File: src/rtl/prog_loader_pkg.sv
// Shared types and constants for the program loader: FSM states, fixed AXI
// field values, lane strobes and the strobe-to-word-count helper.
package prog_loader_pkg;

  typedef enum logic [2:0] {
    ST_IDLE,
    ST_COLLECT,
    ST_ISSUE,
    ST_RESP,
    ST_DONE,
    ST_ERR
  } state_e;

  localparam logic [7:0] AXI_LEN_SINGLE = 8'd0;
  localparam logic [2:0] AXI_SIZE_8B    = 3'd3;
  localparam logic [1:0] AXI_BURST_INCR = 2'b01;
  localparam logic [1:0] AXI_RESP_OKAY  = 2'b00;

  localparam logic [7:0] LANE0_STRB = 8'h0F;
  localparam logic [7:0] LANE1_STRB = 8'hF0;

  // Number of 32-bit words carried by a beat, i.e. popcount(strb)/4.
  function automatic int unsigned strb_words(input logic [7:0] strb);
    int unsigned n;
    n = 0;
    for (int unsigned i = 0; i < 8; i++) begin
      if (strb[i]) n++;
    end
    return n / 4;
  endfunction

endpackage

File: src/rtl/prog_loader_if.sv
// Instruction stream plus AXI write channels between the loader and memory.
interface prog_loader_if #(
  parameter int unsigned ADDR_W = 32,
  parameter int unsigned DATA_W = 64
);
  logic              s_valid_i;
  logic              s_ready_o;
  logic [31:0]       s_data_i;
  logic              s_last_i;

  logic              aw_valid_o;
  logic              aw_ready_i;
  logic [ADDR_W-1:0] aw_addr_o;
  logic [7:0]        aw_len_o;
  logic [2:0]        aw_size_o;
  logic [1:0]        aw_burst_o;
  logic [3:0]        aw_id_o;

  logic              w_valid_o;
  logic              w_ready_i;
  logic [DATA_W-1:0] w_data_o;
  logic [DATA_W/8-1:0] w_strb_o;
  logic              w_last_o;

  logic              b_valid_i;
  logic              b_ready_o;
  logic [1:0]        b_resp_i;

  modport master (
    input  s_valid_i, s_data_i, s_last_i,
    output s_ready_o,
    output aw_valid_o, aw_addr_o, aw_len_o, aw_size_o, aw_burst_o, aw_id_o,
    input  aw_ready_i,
    output w_valid_o, w_data_o, w_strb_o, w_last_o,
    input  w_ready_i,
    input  b_valid_i, b_resp_i,
    output b_ready_o
  );

  modport slave (
    output s_valid_i, s_data_i, s_last_i,
    input  s_ready_o,
    input  aw_valid_o, aw_addr_o, aw_len_o, aw_size_o, aw_burst_o, aw_id_o,
    output aw_ready_i,
    input  w_valid_o, w_data_o, w_strb_o, w_last_o,
    output w_ready_i,
    output b_valid_i, b_resp_i,
    input  b_ready_o
  );
endinterface

File: src/rtl/prog_loader_packer.sv
// Packs 32-bit instruction words into 64-bit beats: lane pointer, beat
// buffer and accumulated byte strobes.
module prog_loader_packer
  import prog_loader_pkg::*;
(
  input  logic        clk_i,
  input  logic        rst_i,
  input  logic        start_i,
  input  logic        lane_init_i,
  input  logic        clear_i,
  input  logic        push_i,
  input  logic [31:0] word_i,
  output logic        lane_o,
  output logic [63:0] data_o,
  output logic [7:0]  strb_o
);

  logic        lane_q, lane_d;
  logic [63:0] data_q, data_d;
  logic [7:0]  strb_q, strb_d;

  always_comb begin
    lane_d = lane_q;
    data_d = data_q;
    strb_d = strb_q;
    if (start_i) begin
      lane_d = lane_init_i;
      data_d = '0;
      strb_d = '0;
    end else begin
      if (clear_i) begin
        data_d = '0;
        strb_d = '0;
      end
      if (push_i) begin
        if (lane_q) begin
          data_d[63:32] = word_i;
          strb_d        = strb_d | LANE1_STRB;
        end else begin
          data_d[31:0]  = word_i;
          strb_d        = strb_d | LANE0_STRB;
        end
        lane_d = ~lane_q;
      end
    end
  end

  always_ff @(posedge clk_i) begin
    if (rst_i) begin
      lane_q <= 1'b0;
      data_q <= '0;
      strb_q <= '0;
    end else begin
      lane_q <= lane_d;
      data_q <= data_d;
      strb_q <= strb_d;
    end
  end

  assign lane_o = lane_q;
  assign data_o = data_q;
  assign strb_o = strb_q;

endmodule

File: src/rtl/prog_loader.sv
// Program loader: collects an instruction stream into 64-bit beats and writes
// each beat to memory as a single-beat AXI write, one outstanding at a time.
module prog_loader
  import prog_loader_pkg::*;
#(
  parameter int unsigned ADDR_W = 32,
  parameter int unsigned DATA_W = 64,
  parameter int unsigned CNT_W  = 16
) (
  input  logic              clk_i,
  input  logic              rst_i,
  input  logic              start_i,
  input  logic [ADDR_W-1:0] base_addr_i,
  prog_loader_if.master     bus,
  output logic              busy_o,
  output logic              done_o,
  output logic              err_o,
  output logic [CNT_W-1:0]  words_o
);

  localparam int unsigned BEAT_BYTES = DATA_W / 8;

  state_e            state_q, state_d;
  logic [ADDR_W-1:0] addr_q, addr_d;
  logic [CNT_W-1:0]  words_q, words_d;
  logic              last_q, last_d;
  logic              aw_done_q, aw_done_d;
  logic              w_done_q, w_done_d;

  logic              s_ready, aw_valid, w_valid, b_ready;
  logic              aw_hs, w_hs;
  logic              pk_start, pk_clear, pk_push, pk_lane;
  logic [63:0]       pk_data;
  logic [7:0]        pk_strb;

  prog_loader_packer u_packer (
    .clk_i      (clk_i),
    .rst_i      (rst_i),
    .start_i    (pk_start),
    .lane_init_i(base_addr_i[2]),
    .clear_i    (pk_clear),
    .push_i     (pk_push),
    .word_i     (bus.s_data_i),
    .lane_o     (pk_lane),
    .data_o     (pk_data),
    .strb_o     (pk_strb)
  );

  always_comb begin
    state_d   = state_q;
    addr_d    = addr_q;
    words_d   = words_q;
    last_d    = last_q;
    aw_done_d = aw_done_q;
    w_done_d  = w_done_q;
    pk_start  = 1'b0;
    pk_clear  = 1'b0;
    pk_push   = 1'b0;

    s_ready  = (state_q == ST_COLLECT);
    aw_valid = (state_q == ST_ISSUE) && !aw_done_q;
    w_valid  = (state_q == ST_ISSUE) && !w_done_q;
    b_ready  = (state_q == ST_RESP);
    aw_hs    = aw_valid && bus.aw_ready_i;
    w_hs     = w_valid && bus.w_ready_i;

    case (state_q)
      ST_IDLE, ST_DONE, ST_ERR: begin
        if (start_i) begin
          pk_start = 1'b1;
          words_d  = '0;
          last_d   = 1'b0;
          addr_d   = {base_addr_i[ADDR_W-1:3], 3'b000};
          state_d  = (base_addr_i[1:0] != 2'b00) ? ST_ERR : ST_COLLECT;
        end
      end
      ST_COLLECT: begin
        if (bus.s_valid_i) begin
          pk_push = 1'b1;
          // Filling lane 1 and the last word close the beat; both together
          // still yield a single beat.
          if (pk_lane || bus.s_last_i) begin
            last_d    = bus.s_last_i;
            aw_done_d = 1'b0;
            w_done_d  = 1'b0;
            state_d   = ST_ISSUE;
          end
        end
      end
      ST_ISSUE: begin
        if (aw_hs) aw_done_d = 1'b1;
        if (w_hs)  w_done_d  = 1'b1;
        if ((aw_done_q || aw_hs) && (w_done_q || w_hs)) state_d = ST_RESP;
      end
      ST_RESP: begin
        if (bus.b_valid_i) begin
          if (bus.b_resp_i == AXI_RESP_OKAY) begin
            words_d = words_q + CNT_W'(strb_words(pk_strb));
            if (last_q) begin
              state_d = ST_DONE;
            end else begin
              pk_clear = 1'b1;
              addr_d   = addr_q + ADDR_W'(BEAT_BYTES);
              state_d  = ST_COLLECT;
            end
          end else begin
            state_d = ST_ERR;
          end
        end
      end
      default: state_d = ST_IDLE;
    endcase
  end

  always_ff @(posedge clk_i) begin
    if (rst_i) begin
      state_q   <= ST_IDLE;
      addr_q    <= '0;
      words_q   <= '0;
      last_q    <= 1'b0;
      aw_done_q <= 1'b0;
      w_done_q  <= 1'b0;
    end else begin
      state_q   <= state_d;
      addr_q    <= addr_d;
      words_q   <= words_d;
      last_q    <= last_d;
      aw_done_q <= aw_done_d;
      w_done_q  <= w_done_d;
    end
  end

  assign bus.s_ready_o  = s_ready;
  assign bus.aw_valid_o = aw_valid;
  assign bus.aw_addr_o  = addr_q;
  assign bus.aw_len_o   = AXI_LEN_SINGLE;
  assign bus.aw_size_o  = AXI_SIZE_8B;
  assign bus.aw_burst_o = AXI_BURST_INCR;
  assign bus.aw_id_o    = '0;
  assign bus.w_valid_o  = w_valid;
  assign bus.w_data_o   = pk_data;
  assign bus.w_strb_o   = pk_strb;
  assign bus.w_last_o   = 1'b1;
  assign bus.b_ready_o  = b_ready;

  assign busy_o  = (state_q == ST_COLLECT) || (state_q == ST_ISSUE) || (state_q == ST_RESP);
  assign done_o  = (state_q == ST_DONE);
  assign err_o   = (state_q == ST_ERR);
  assign words_o = words_q;

endmodule

File: src/flat_wrapper.sv
// flat-port wrapper written by rule: the top's interface ports become plain ports
module prog_loader_flat import prog_loader_pkg::*;
#(
  parameter int unsigned ADDR_W = 32,
  parameter int unsigned DATA_W = 64,
  parameter int unsigned CNT_W  = 16
)
  (clk_i, rst_i, start_i, base_addr_i, busy_o, done_o, err_o, words_o, bus_s_valid_i, bus_s_data_i, bus_s_last_i, bus_s_ready_o, bus_aw_valid_o, bus_aw_addr_o, bus_aw_len_o, bus_aw_size_o, bus_aw_burst_o, bus_aw_id_o, bus_aw_ready_i, bus_w_valid_o, bus_w_data_o, bus_w_strb_o, bus_w_last_o, bus_w_ready_i, bus_b_valid_i, bus_b_resp_i, bus_b_ready_o);
  prog_loader_if #(.ADDR_W(ADDR_W), .DATA_W(DATA_W)) bus_i ();
  input  logic clk_i;
  input  logic rst_i;
  input  logic start_i;
  input  logic [ADDR_W-1:0] base_addr_i;
  output logic busy_o;
  output logic done_o;
  output logic err_o;
  output logic [CNT_W-1:0] words_o;
  input wire logic [$bits(bus_i.s_valid_i)-1:0] bus_s_valid_i;
  input wire logic [$bits(bus_i.s_data_i)-1:0] bus_s_data_i;
  input wire logic [$bits(bus_i.s_last_i)-1:0] bus_s_last_i;
  output wire logic [$bits(bus_i.s_ready_o)-1:0] bus_s_ready_o;
  output wire logic [$bits(bus_i.aw_valid_o)-1:0] bus_aw_valid_o;
  output wire logic [$bits(bus_i.aw_addr_o)-1:0] bus_aw_addr_o;
  output wire logic [$bits(bus_i.aw_len_o)-1:0] bus_aw_len_o;
  output wire logic [$bits(bus_i.aw_size_o)-1:0] bus_aw_size_o;
  output wire logic [$bits(bus_i.aw_burst_o)-1:0] bus_aw_burst_o;
  output wire logic [$bits(bus_i.aw_id_o)-1:0] bus_aw_id_o;
  input wire logic [$bits(bus_i.aw_ready_i)-1:0] bus_aw_ready_i;
  output wire logic [$bits(bus_i.w_valid_o)-1:0] bus_w_valid_o;
  output wire logic [$bits(bus_i.w_data_o)-1:0] bus_w_data_o;
  output wire logic [$bits(bus_i.w_strb_o)-1:0] bus_w_strb_o;
  output wire logic [$bits(bus_i.w_last_o)-1:0] bus_w_last_o;
  input wire logic [$bits(bus_i.w_ready_i)-1:0] bus_w_ready_i;
  input wire logic [$bits(bus_i.b_valid_i)-1:0] bus_b_valid_i;
  input wire logic [$bits(bus_i.b_resp_i)-1:0] bus_b_resp_i;
  output wire logic [$bits(bus_i.b_ready_o)-1:0] bus_b_ready_o;
  assign bus_i.s_valid_i = bus_s_valid_i;
  assign bus_i.s_data_i = bus_s_data_i;
  assign bus_i.s_last_i = bus_s_last_i;
  assign bus_s_ready_o = bus_i.s_ready_o;
  assign bus_aw_valid_o = bus_i.aw_valid_o;
  assign bus_aw_addr_o = bus_i.aw_addr_o;
  assign bus_aw_len_o = bus_i.aw_len_o;
  assign bus_aw_size_o = bus_i.aw_size_o;
  assign bus_aw_burst_o = bus_i.aw_burst_o;
  assign bus_aw_id_o = bus_i.aw_id_o;
  assign bus_i.aw_ready_i = bus_aw_ready_i;
  assign bus_w_valid_o = bus_i.w_valid_o;
  assign bus_w_data_o = bus_i.w_data_o;
  assign bus_w_strb_o = bus_i.w_strb_o;
  assign bus_w_last_o = bus_i.w_last_o;
  assign bus_i.w_ready_i = bus_w_ready_i;
  assign bus_i.b_valid_i = bus_b_valid_i;
  assign bus_i.b_resp_i = bus_b_resp_i;
  assign bus_b_ready_o = bus_i.b_ready_o;
  prog_loader #(.ADDR_W(ADDR_W), .DATA_W(DATA_W), .CNT_W(CNT_W)) u_core (.clk_i(clk_i), .rst_i(rst_i), .start_i(start_i), .base_addr_i(base_addr_i), .bus(bus_i), .busy_o(busy_o), .done_o(done_o), .err_o(err_o), .words_o(words_o));
endmodule
File: config.mk
export PLATFORM = sky130hd
export DESIGN_NAME = prog_loader_flat
export DESIGN_NICKNAME = d
export VERILOG_FILES = /design/src/rtl/prog_loader_pkg.sv /design/src/rtl/prog_loader_if.sv /design/src/rtl/prog_loader_packer.sv /design/src/rtl/prog_loader.sv /design/src/flat_wrapper.sv
export SDC_FILE = /design/constraint.sdc
export NUM_CORES = 1
export LEC_CHECK = 0
export CORE_MARGIN = 2
export CORE_UTILIZATION = 45
export CTS_CLUSTER_SIZE = 12
export DETAILED_ROUTE_END_ITERATION = 8
export GPL_ROUTABILITY_DRIVEN = 1
export PLACE_DENSITY = 0.83
export SLEW_MARGIN = 20
export SYNTH_ARGS = -nofsm -noshare
export SYNTH_HDL_FRONTEND = slang
export SYNTH_SLANG_ARGS = --single-unit
File: constraint.sdc
create_clock -name clk_i -period 10.25 [get_ports clk_i]
set_clock_uncertainty 0.05 [all_clocks]
set_input_delay 2.05 -clock clk_i [delete_from_list [all_inputs] [get_ports clk_i]]
set_output_delay 2.05 -clock clk_i [all_outputs]
set_load 0.02 [all_outputs]
== Word level (Yosys, flattened, before mapping) ==
Index checks and enable logic that the tools add are counted.
Storage, ports and cells
  bits of input ports: 74
  output and inout bits: 145
  register bits after elaboration: 127
Operators by class
  mux-type cells: 77
  add/sub/neg operators: 9
  equal/unequal tests: 14
  bitwise operators: 1
  reduce and logical (&&, ||, !) cells: 27
Operators with widths (count)
  2-to-1 mux 18 bit: 31
  2-to-1 mux 32 bit: 6
  2-to-1 mux 64 bit: 2
  adder 18 x 1 -> 18 bit (second input constant): 7
  case mux 32 bit (2 select lines): 1
  2-to-1 mux 16 bit: 3
  adder 32 x 4 -> 32 bit (second input constant): 1
  case mux 16 bit (2 select lines): 1
  2-to-1 mux 3 bit: 8
  2-to-1 mux 8 bit: 3
  2-to-1 mux 1 bit: 18
  adder 16 bit: 1
  AND reduction 4 bit: 4
  case mux 3 bit (4 select lines): 1
  != test 2 bit (second input constant): 5
  AND reduction 5 bit: 2
  nonzero test 2 bit: 5
  != test 2 x 1 -> 1 bit (second input constant): 4
  == test 3 x 2 -> 1 bit (second input constant): 2
  == test 3 bit (second input constant): 2
  case mux 1 bit (2 select lines): 3
  logical AND 1 bit: 5
  logical OR 1 bit: 5
  == test 3 x 1 -> 1 bit (second input constant): 1
  other kinds (6): 7

== Logic depth before layout (Yosys ltp) ==
Gate-level depths: netlist (run 1).
  word-level depth: 43
  gate-level depth with buffers: 28
  depth with buffers taken out: 28

== Modules after synthesis ==
From an unflattened synthesis (run 1), not the netlist that was laid out.
Unflattened totals
  cell total of the unflattened synthesis: 831
  area, all modules: 6713.9 um2
By module, submodules not included
  prog_loader: seq. area each 1021.0 um2, cells each 512, area each 3798.6 um2, instances 1
  prog_loader_packer: seq. area each 1461.4 um2, cells each 319, area each 2915.3 um2, instances 1

== Worst setup path before layout (run 1) ==
OpenSTA, ideal clock, no wires.
  path type: flip-flop to flip-flop
  from: register u_core.u_packer.strb_q[0], in the netlist u_core.u_packer.strb_o[0]
  to: register u_core.words_q[10], in the netlist u_core.words_o[10]
  data arrival time: 5010 ps
  path slack: 5062 ps
  buffers on the path: 0
  required time: 10072 ps
  cell stages (with the launch flop): 28
  path through: dfxtp_1 > inv_1 > ha_1 > xnor3_2 > inv_1 > ha_1 > inv_1 > a32oi_1 > o21ai_0 > inv_1 > ha_1 > nand2_1 > o21ai_0 > ha_1 > nand2_1 > nor2_1 > o31a_1 > xor2_1 > ha_1 > inv_1 > fa_1 > nor2b_1 > o21ai_0 > a21boi_0 > o21ai_0 > a21boi_0 > xnor2_1 > nor2_1
On the way
  word-level cells in the longest chain between the ends: 43
Ends and longest elaborated chain
  start, declared: line prog_loader_packer.sv:20  | logic [7:0] strb_q, strb_d;
  start signal, assigned: line prog_loader_packer.sv:56  | strb_q <= strb_d;
  2-to-1 mux 1 bit *: line prog_loader_pkg.sv:27  | if (strb[i]) n++;
  2-to-1 mux 18 bit *: line prog_loader.sv:97  | if (bus.b_resp_i == AXI_RESP_OKAY) begin
  2-to-1 mux 18 bit *: line prog_loader.sv:96  | if (bus.b_valid_i) begin
  2-to-1 mux 18 bit *: line prog_loader.sv:67  | case (state_q)
  adder 18 x 1 -> 18 bit: line prog_loader_pkg.sv:27
  2-to-1 mux 18 bit *: line prog_loader_pkg.sv:27
  2-to-1 mux 18 bit *: line prog_loader.sv:97
  2-to-1 mux 18 bit *: line prog_loader.sv:96
  [... 27 more ...]
  2-to-1 mux 18 bit *: line prog_loader_pkg.sv:27
  2-to-1 mux 18 bit *: line prog_loader.sv:97
  2-to-1 mux 18 bit *: line prog_loader.sv:96
  2-to-1 mux 18 bit *: line prog_loader.sv:67
  adder 16 bit *: line prog_loader.sv:98  | words_d = words_q + CNT_W'(strb_words(pk_strb));
  2-to-1 mux 16 bit *: line prog_loader.sv:97
  2-to-1 mux 16 bit *: line prog_loader.sv:96
  case mux 16 bit (2 select lines) *: line prog_loader.sv:67
  end signal, assigned: line prog_loader.sv:126  | words_q <= words_d;
  end, declared: line prog_loader.sv:25  | logic [CNT_W-1:0] words_q, words_d;
Mark *: on every way between the ends. The rest lies on a longest branch, timed or not. The select of a mux whose other input is x is not followed.
A chain may end at the register's enable or synchronous reset.

== Final worst setup path (run 1) ==
  from: register u_core.u_packer.strb_q[1], in the netlist u_core.u_packer.strb_o[1]
  to: register u_core.words_q[10], in the netlist u_core.words_o[10]
On the way
  word-level cells in the longest chain between the ends: 38
Ends and longest elaborated chain (line)
  2-to-1 mux 18 bit *: prog_loader_pkg.sv:27
  2-to-1 mux 18 bit *: prog_loader.sv:97
  2-to-1 mux 18 bit *: prog_loader.sv:96
  2-to-1 mux 18 bit *: prog_loader.sv:67
  adder 18 x 1 -> 18 bit: prog_loader_pkg.sv:27
  2-to-1 mux 18 bit *: prog_loader_pkg.sv:27
  2-to-1 mux 18 bit *: prog_loader.sv:97
  2-to-1 mux 18 bit *: prog_loader.sv:96
  [... 22 more ...]
  2-to-1 mux 18 bit *: prog_loader_pkg.sv:27
  2-to-1 mux 18 bit *: prog_loader.sv:97
  2-to-1 mux 18 bit *: prog_loader.sv:96
  2-to-1 mux 18 bit *: prog_loader.sv:67
  adder 16 bit *: prog_loader.sv:98
  2-to-1 mux 16 bit *: prog_loader.sv:97
  2-to-1 mux 16 bit *: prog_loader.sv:96
  case mux 16 bit (2 select lines) *: prog_loader.sv:67
Marks and branches as above.

==> impl.org, run 1 <==
** Layout
- Signed area change from the synthesized netlist to the final layout :: 40.8%
- The post-route netlist has 5.74% of its cells at a drive strength greater than 1.
- Final instance count without filler cells :: 1117
- Cells fill 64.9% of the core in the end.
- Fillers :: 1125
- Antenna Cells :: 0
- At the end of the flow, the number of nets in the layout was 1017.

** Power and ir drop
- Sw Pwr :: 413 uW
- The internal power of the cells totals 971 uW.
- The worst-case IR drop observed on VDD is 0.128 mV.
- For this design the ratio of total power to cell area is 160 mW/mm2.
- Sequential cell fraction of total power :: 39.2%
- Sw frac :: 29.8%
- Clock power share :: 41.0%
- Overall power after layout :: 1.38 mW
- The analysis attributes to cell leakage a power of 3.02 nW.
- Fraction of power consumed by combinational cells :: 19.8%

** GRT
- Summed over all layers, the global routing overflow is 0.
- Maximum number of pins on one net before global-route repair :: 83
- Wire length of the first global-routing pass :: 28.5 mm
- Number of global-route vias before repair :: 5699
- The number of antenna violations at the first check in global routing was 0.
- Overall global routing resource usage :: 24.2%

** STA
- Worst slew margin relative to its limit :: 44.9%
- Least-Margin Pin Slew :: 0.826 ns
- The hold violation count in the final report is 0.
- Final worst slack :: 4.62 ns
- In the finished design, the share of the clock period the worst path needs comes to 55.0%.
- Fin. max-slew vios :: 0
- Maximum clock rate :: 177 MHz
- Setup violations remaining at the end of the flow were counted as 0.
- For the final routed database, the setup TNS stands at 0 ns.
- Shortest clock period the worst path allows after layout :: 5.63 ns
- Setup repair after global routing left no endpoint under its margin.

** Drt
- After detailed routing, the number of remaining DRC violations is 0.
- The routed layout has 6229 vias.
- Average wire per cell in the routed design :: 16.2 um
- Starting DRC count in detailed routing :: 564
- Using the TritonRoute via totals, the vias-per-cell ratio works out to 5.58.
- Summed over all layers, the routed wires come to 18.1 mm.
- Pre-antenna DRT Iters :: 5
- In this run the remaining antenna-violating nets after routing total 0.

** Floorplanning
- For this design the top-level I/O count stands at 219.
- The floorplan step set the die height to 121 um.
- Row count :: 42
- For this configuration, the core starts out at a cell density of 46.1%.
- Die footprint :: 0.0146 mm2
- Area inside the core boundary :: 0.0133 mm2
- In this run the horizontal extent of the chip is 121 um.

** Worst setup path
- Required time of the worst setup path :: 10.47 ns
- Setup crit start kind :: flip-flop
- Slowest cell on the critical path :: sky130_fd_sc_hd__xnor3_2
- In this run the worst path has a maximum fanout of 6.
- The worst setup path is captured at a flip-flop.
- At the worst endpoint, the arrival time is 5.85 ns.
- Peak per-stage delay on the critical path :: 0.51 ns
- The setup path with the least slack is of type flip-flop to flip-flop.

** Clock tree
- Clock root cell :: sky130_fd_sc_hd__clkbuf_16
- The clock passes through at most 2 buffers.
- The later pin in the worst-skew pair is clocked with a latency of 0.41 ns.
- Post-CTS timing repair inserted 0 buffers for setup.
- TritonCTS built the clock tree.
- CTS resizes :: 0
- For this design, the CTS-stage hold fixing added 0 buffers.
- Number of clock buffers inserted by TritonCTS :: 17
- Clock-pin slew was measured on the worst setup and hold paths at 0.06 ns.
- # H-tree levels :: 4
- The tree built by TritonCTS fans out to 124 sinks.

** Logic synthesis
- Fraction of registers with async set or reset after synthesis :: 0%
- Average footprint of a synthesized cell :: 8.09 um2
- The share of the Yosys chip area taken by registers is 40.5%.
- The most used flip-flop cell after synthesis is sky130_fd_sc_hd__dfxtp_1.
- Counting every instance in the synthesized netlist gives 758.
- Post-synthesis instance area :: 0.00613 mm2
- Yosys mapped the design onto 65 distinct sky130hd cell types.
- Yosys printed 0 warnings.
- Yosys mapped a number of flops with a built-in enable equal to 0.
- In this run, synthesis produced a sequential element count of 124.

** Status
- Status :: finished clean

** Placed design
- Routability-driven placement finished with a final weighted congestion of 0.881.
- DPL Wire Length :: 12.1 mm
- Prior to clock tree synthesis, the placed netlist has a worst setup slack of 4.67 ns.
- The number of placed instances, taps included, is 1085.
- Input and output buffers added on the ports amount to 197.

** Flow run
- The tool flagged a number of max-cap violations equal to 0.

** Hold path
- Path category of the worst min-delay check :: flip-flop to flip-flop
cell usage in the layout (no fill, tap or decap), types with 3 or more instances in the layout:
master	synthesis	final
sky130_fd_sc_hd__and2_1	4	4
sky130_fd_sc_hd__nand2_1	56	56
sky130_fd_sc_hd__clkdlybuf4s50_1	0	197
sky130_fd_sc_hd__a22oi_1	71	71
sky130_fd_sc_hd__or4_1	4	4
sky130_fd_sc_hd__nor2_1	132	129
sky130_fd_sc_hd__clkinv_4	0	3
sky130_fd_sc_hd__xor2_1	4	4
sky130_fd_sc_hd__o22ai_1	8	8
sky130_fd_sc_hd__nor2_2	0	3
sky130_fd_sc_hd__buf_4	23	8
sky130_fd_sc_hd__nand3_1	24	24
sky130_fd_sc_hd__inv_1	15	15
sky130_fd_sc_hd__a21oi_1	62	62
sky130_fd_sc_hd__clkbuf_16	0	17
sky130_fd_sc_hd__xnor2_1	12	12
sky130_fd_sc_hd__nand2b_1	4	3
sky130_fd_sc_hd__dfxtp_1	124	124
sky130_fd_sc_hd__o31ai_1	7	7
sky130_fd_sc_hd__or3_1	4	4
sky130_fd_sc_hd__ha_1	14	14
sky130_fd_sc_hd__a21o_1	3	3
sky130_fd_sc_hd__nand4_1	11	11
sky130_fd_sc_hd__and3_1	3	3
sky130_fd_sc_hd__a21boi_0	3	3
sky130_fd_sc_hd__nand3b_1	3	3
sky130_fd_sc_hd__clkinvlp_4	0	6
sky130_fd_sc_hd__o21ai_0	34	34
sky130_fd_sc_hd__a211oi_1	16	16
sky130_fd_sc_hd__nor3_1	18	18
sky130_fd_sc_hd__conb_1	2	24
sky130_fd_sc_hd__nor3b_1	3	3
worst max-delay path: cells and delay by family (launching register included):
kind / cells / cell delay, ns
simple gates: 5 / 0.43
xor+xnor: 3 / 0.83
flops: 1 / 0.40
compound gates: 8 / 1.56
fa+ha+maj: 6 / 1.80
buf+inv: 5 / 0.41
through the flow:
stage	hold WS [ns]	area, um2
final	0.449	8630
after global routing	0.466	8630
after CTS	0.450	8630
after detailed placement	0.433	8070
after global placement	0.423	8070
after floorplan	0.413	6210
logic make-up (layout without fill, tap and decap cells):
group | after synthesis | after routing | share of synthesized area [%]
buf+inv | 92 | 253 | 7.61
flops | 124 | 124 | 40.5
xor+xnor | 19 | 19 | 3.39
other cells | 2 | 24 | 0.123
mux | 3 | 3 | 0.510
simple gates | 280 | 280 | 20.9
compound gates | 222 | 222 | 23.7
fa+ha+maj | 16 | 16 | 3.35
state kept, by name, summed over array words and instances, names as in the netlist:
register / flops
u_core.u_packer.data_o: 64
u_core.aw_done_q: 1
u_core.last_q: 1
u_core.state_q: 3
u_core.u_packer.lane_o: 1
u_core.u_packer.strb_o: 8
u_core.bus.aw_addr_o: 29
u_core.words_o: 16
u_core.w_done_q: 1
cell usage after synthesis (7+ instances only):
master | n | share of area (%)
sky130_fd_sc_hd__a211oi_1 | 16 | 2.0
sky130_fd_sc_hd__a21oi_1 | 62 | 5.1
sky130_fd_sc_hd__a22oi_1 | 71 | 8.7
sky130_fd_sc_hd__buf_4 | 23 | 2.8
sky130_fd_sc_hd__clkbuf_1 | 42 | 2.6
sky130_fd_sc_hd__dfxtp_1 | 124 | 40
sky130_fd_sc_hd__ha_1 | 14 | 2.9
sky130_fd_sc_hd__inv_1 | 15 | 0.92
sky130_fd_sc_hd__nand2_1 | 56 | 3.4
sky130_fd_sc_hd__nand3_1 | 24 | 2.0
sky130_fd_sc_hd__nand4_1 | 11 | 1.1
sky130_fd_sc_hd__nor2_1 | 132 | 8.1
sky130_fd_sc_hd__nor3_1 | 18 | 1.5
sky130_fd_sc_hd__o21ai_0 | 34 | 2.8
sky130_fd_sc_hd__o22ai_1 | 8 | 0.82
sky130_fd_sc_hd__o31ai_1 | 7 | 0.86
sky130_fd_sc_hd__xnor2_1 | 12 | 1.7
path summary, 6_finish.rpt:
| kind | slack, ns | endpoint | cells after the start | from |
|---|---|---|---|---|
| hold reg to reg | 0.45 | u_core.u_packer.data_o[23] | 2 | u_core.u_packer.data_o[23] |
| setup reg to reg | 4.62 | u_core.words_o[10] | 27 | u_core.u_packer.strb_o[1] |
| hold / removal | 0.45 | u_core.u_packer.data_o[23] | 2 | u_core.u_packer.data_o[23] |
| setup / recovery | 4.62 | u_core.words_o[10] | 27 | u_core.u_packer.strb_o[1] |
area by class of cell:
type,instances,area (um2),area share [%]
multi-input combinational,564,3270,37.9
sequential,124,2480,28.8
timing repair buffer,205,2030,23.5
clock buffer,19,443,5.13
tap,176,220,2.55
clock inverter,13,120,1.39
inverter,16,60.1,0.696
power by group through the flow:
stage	clock network (mW)	registers [mW]	logic (mW)
floorplan	0	0.567	0.149
CTS	0.577	0.542	0.274
finish	0.567	0.543	0.274
global route	0.596	0.547	0.296
global placement	0	0.551	0.269
detailed placement	0	0.552	0.273
routing by layer:
layer / GRT usage (%) / routed length [um] / vias to the layer above
met3: 9.43 / 1880 / 16
met4: 8.14 / 204 / 0
met5: 0 / 0 / -
li1: - / - / 3009
met2: 38.6 / 8350 / 292
met1: 29.8 / 7630 / 2912
No activity file was read; power rests on OpenSTA's default activity.
==> inputs of run 2 (changes only) <==
==> constraint.sdc (replaced) <==
create_clock -name clk_i -period 5.5 [get_ports clk_i]
set_clock_uncertainty 0.05 [all_clocks]
set_input_delay 1.1 -clock clk_i [delete_from_list [all_inputs] [get_ports clk_i]]
set_output_delay 1.1 -clock clk_i [all_outputs]
set_load 0.02 [all_outputs]
==> run 2 against run 1 <==
Sequential power is 86% higher. Non-clock buffer count increased by 3. Worst hold slack got worse by 0.012 ns. Highest routed layer unchanged. Largest power group unchanged. Critical path type unchanged. Via count grew 0.27%.
==> impl.org, run 2 (synthesis gave the netlist of run 1 again) <==
** STA
- Maximum clock rate :: 194 MHz
- Across all hold checks on the routed design, the worst slack comes to 0.437 ns.
- The hold violation count in the final report is 0.
- Least-Margin Pin Slew :: 0.982 ns
- Share of the cycle needed by the critical path after routing :: 93.6%
- Finish-stage setup viols :: 0
- Shortest clock period the worst path allows after layout :: 5.15 ns
- Measured against its own limit, the worst slew margin works out to 34.1%.
- Setup repair after global routing could not meet its margin everywhere.
- The final max-slew violation count is 0.

** GRT
- Grt total ovfl :: 0
- The first global-routing pass estimated 28.6 mm of wire.
- The number of antenna violations at the first check in global routing is 0.
- Maximum number of pins on one net before global-route repair :: 62
- Across every metal layer, demand over resource in global routing totals 24.3%.
- Number of global-route vias before repair :: 5757

** Worst setup path
- In this run the critical register-to-register path is captured at u_core.words_o[12].
- Data arrives at the worst endpoint at 5.38 ns.
- Type of the worst setup path :: flip-flop to flip-flop
- Minimum setup slack among reg-to-reg paths :: 0.35 ns
- Required time of the worst setup path :: 5.73 ns
- Maximum fanout along the worst path :: 6
- The startpoint identified for the worst register-to-register timing path is u_core.u_packer.strb_o[0].
- STA classifies the critical path endpoint as a flip-flop.
- Worst Reg2Reg Path Length in Cells :: 27
- Setup crit start kind :: flip-flop

** Clock tree
- Number of buffers on the longest clock path :: 2
- Clock tree from TritonCTS :: built
- Counting the buffers created by CTS gives 17.
- Clock-pin slew was measured on the worst setup and hold paths at 0.06 ns.
- The later pin in the worst-skew pair is clocked with a latency of 0.42 ns.
- For this design, the CTS-stage hold fixing added 0 buffers.
- The H-tree was split into 4 levels.
- The clock net in this run drives a total of 124 sinks.
- The tree is rooted in a sky130_fd_sc_hd__clkbuf_16.

** Power and ir drop
- Sequential cell fraction of total power :: 37.7%
- IR analysis of the VDD net gives a maximum drop of 0.200 mV.
- Cell internal power was estimated by the tool at 1.90 mW.
- For this design the total switching power over the nets is 779 uW.
- Fraction of power consumed by combinational cells :: 19.1%
- Leakage power :: 3.07 nW
- In this run, the clock network consumes 43.2% of the power.
- Power density over the cells :: 308 mW/mm2
- Sw frac :: 29.1%

** Floorplanning
- The floorplan has 42 rows.
- In this run the horizontal extent of the chip is 121 um.
- Effective utilization at floorplan :: 46.1%
- During I/O placement, the number of pins put on the boundary was 219.
- Die footprint :: 0.0146 mm2
- In this run the vertical extent of the chip is 121 um.
- Area inside the core boundary :: 0.0133 mm2

** Hold path
- Hold path depth :: 2
- Terminating pin of the worst hold path :: u_core.words_o[0]
- In this run the worst hold path is classified as flip-flop to flip-flop.
- Hold Startpoint :: u_core.words_o[0]

** Layout
- After routing the design area is 0.00872 mm2.
- Antenna Cells :: 0
- Post-layout net count :: 1020
- Signed area change from the synthesized netlist to the final layout :: 42.2%
- Commonest non-fill, non-tap cell in the layout :: sky130_fd_sc_hd__clkdlybuf4s50_1
- The register with the most flip-flops in the layout has 64 of them.
- Of the cells placed in the final design, the portion with a size suffix greater than 1 is 6.67%.
- Most frequent cells in the layout :: 197 x sky130_fd_sc_hd__clkdlybuf4s50_1, 129 x sky130_fd_sc_hd__nor2_1, 122 x sky130_fd_sc_hd__dfxtp_1, 71 x sky130_fd_sc_hd__a22oi_1, 62 x sky130_fd_sc_hd__a21oi_1

** Drt
- Top layer in use :: met4
- The routed layout has 6246 vias.
- Total met3 wirelength after detailed routing :: 1.95 mm
- After detailed routing, the number of vias per cell comes to 5.58.
- Remaining antenna violation count :: 0
- Average wire per cell in the routed design :: 16.0 um
- Summed over all nets, wire length on met2 after detailed routing comes to 8.05 mm.
- Metal-1 WL :: 7.68 mm
- Pre-antenna DRT Iters :: 7
- For this run, design rule violations remaining after detail routing come to 0.
- Starting DRC count in detailed routing :: 630
- Drt total wl :: 18.0 mm

** Placed design
- Routability-driven placement congestion ratio :: 0.853
- DP Area :: 0.00808 mm2
- DPL Wire Length :: 11.9 mm
- I/O Buffers :: 197

** Status
- Status :: finished clean

** Flow run
- Max-cap check violation count :: 0
-- run 2: worst max path at each step --
stage	start	to	slack, ns	depth (start not counted)
floorplan	u_core.u_packer.strb_o[0]	u_core.words_o[10]	0.31	27
global placement	u_core.u_packer.strb_o[0]	u_core.words_o[10]	0.12	27
detailed placement	u_core.u_packer.strb_o[0]	u_core.words_o[10]	-0.10	27
CTS	u_core.u_packer.strb_o[0]	u_core.words_o[12]	0.02	27
global route	u_core.u_packer.strb_o[0]	u_core.words_o[8]	-0.06	28
finish	u_core.u_packer.strb_o[0]	u_core.words_o[12]	0.35	27
-- run 2: layout make-up --
cell class                 count  area [um2]
inverter                      16        60.1
timing repair buffer         208        2050
multi-input combinational    564        3290
clock inverter                13         168
fill                        1101        4580
sequential                   124        2480
tap                          176         220
clock buffer                  19         443
-- run 2: power by group through the flow --
stage               registers, mW  logic, mW  clock network, mW
global route                 1.02      0.557               1.21
floorplan                    1.06      0.277                  0
finish                       1.01      0.512               1.16
CTS                          1.01      0.510               1.17
detailed placement           1.03      0.507                  0
global placement             1.03      0.502                  0
-- run 2: what timing repair did --
item	4_1_cts	5_1_grt
resized for setup	3	7
endpoints found under the setup margin	5	11
pin swaps	0	2
setup buffers	0	1
-- run 2: layer usage --
metal	vias up	track usage, %
li1	3016	-
met2	276	37.5
met3	23	10.0
met5	-	0
met4	0	8.21
met1	2931	30.8
-- run 2: stage by stage --
stage / util (%) / total power, mW / TNS [ns] / std cells / setup slack [ns]
after detailed placement: 60.8 / 1.54 / -0.326 / 1087 / -0.102
final: 65.6 / 2.68 / 0 / 1120 / 0.353
after global placement: 60.8 / 1.53 / 0 / 1087 / 0.120
after global routing: 65.6 / 2.79 / -0.235 / 1120 / -0.0599
after floorplan: - / 1.33 / 0 / 780 / 0.312
after CTS: 65.4 / 2.69 / 0 / 1119 / 0.0218
-- run 2: critical path, cell delays in order (launching register included) --
cell	delay [ns]
sky130_fd_sc_hd__dfxtp_2	0.37
sky130_fd_sc_hd__inv_1	0.08
sky130_fd_sc_hd__ha_2	0.33
sky130_fd_sc_hd__xnor2_1	0.17
sky130_fd_sc_hd__mux2_2	0.28
sky130_fd_sc_hd__ha_1	0.29
sky130_fd_sc_hd__inv_1	0.04
sky130_fd_sc_hd__a32oi_1	0.20
sky130_fd_sc_hd__o21ai_2	0.11
sky130_fd_sc_hd__inv_1	0.08
sky130_fd_sc_hd__ha_1	0.23
sky130_fd_sc_hd__nand2_1	0.12
sky130_fd_sc_hd__o21ai_0	0.11
sky130_fd_sc_hd__ha_1	0.31
sky130_fd_sc_hd__nand2_1	0.06
sky130_fd_sc_hd__nor2_1	0.04
sky130_fd_sc_hd__o31a_1	0.34
sky130_fd_sc_hd__xor2_1	0.17
sky130_fd_sc_hd__ha_1	0.19
sky130_fd_sc_hd__inv_1	0.06
sky130_fd_sc_hd__fa_1	0.38
sky130_fd_sc_hd__nor2b_2	0.14
sky130_fd_sc_hd__o21ai_0	0.11
sky130_fd_sc_hd__a21boi_1	0.22
sky130_fd_sc_hd__o21ai_2	0.14
sky130_fd_sc_hd__a21oi_1	0.21
sky130_fd_sc_hd__xnor2_1	0.14
sky130_fd_sc_hd__nor2_1	0.05
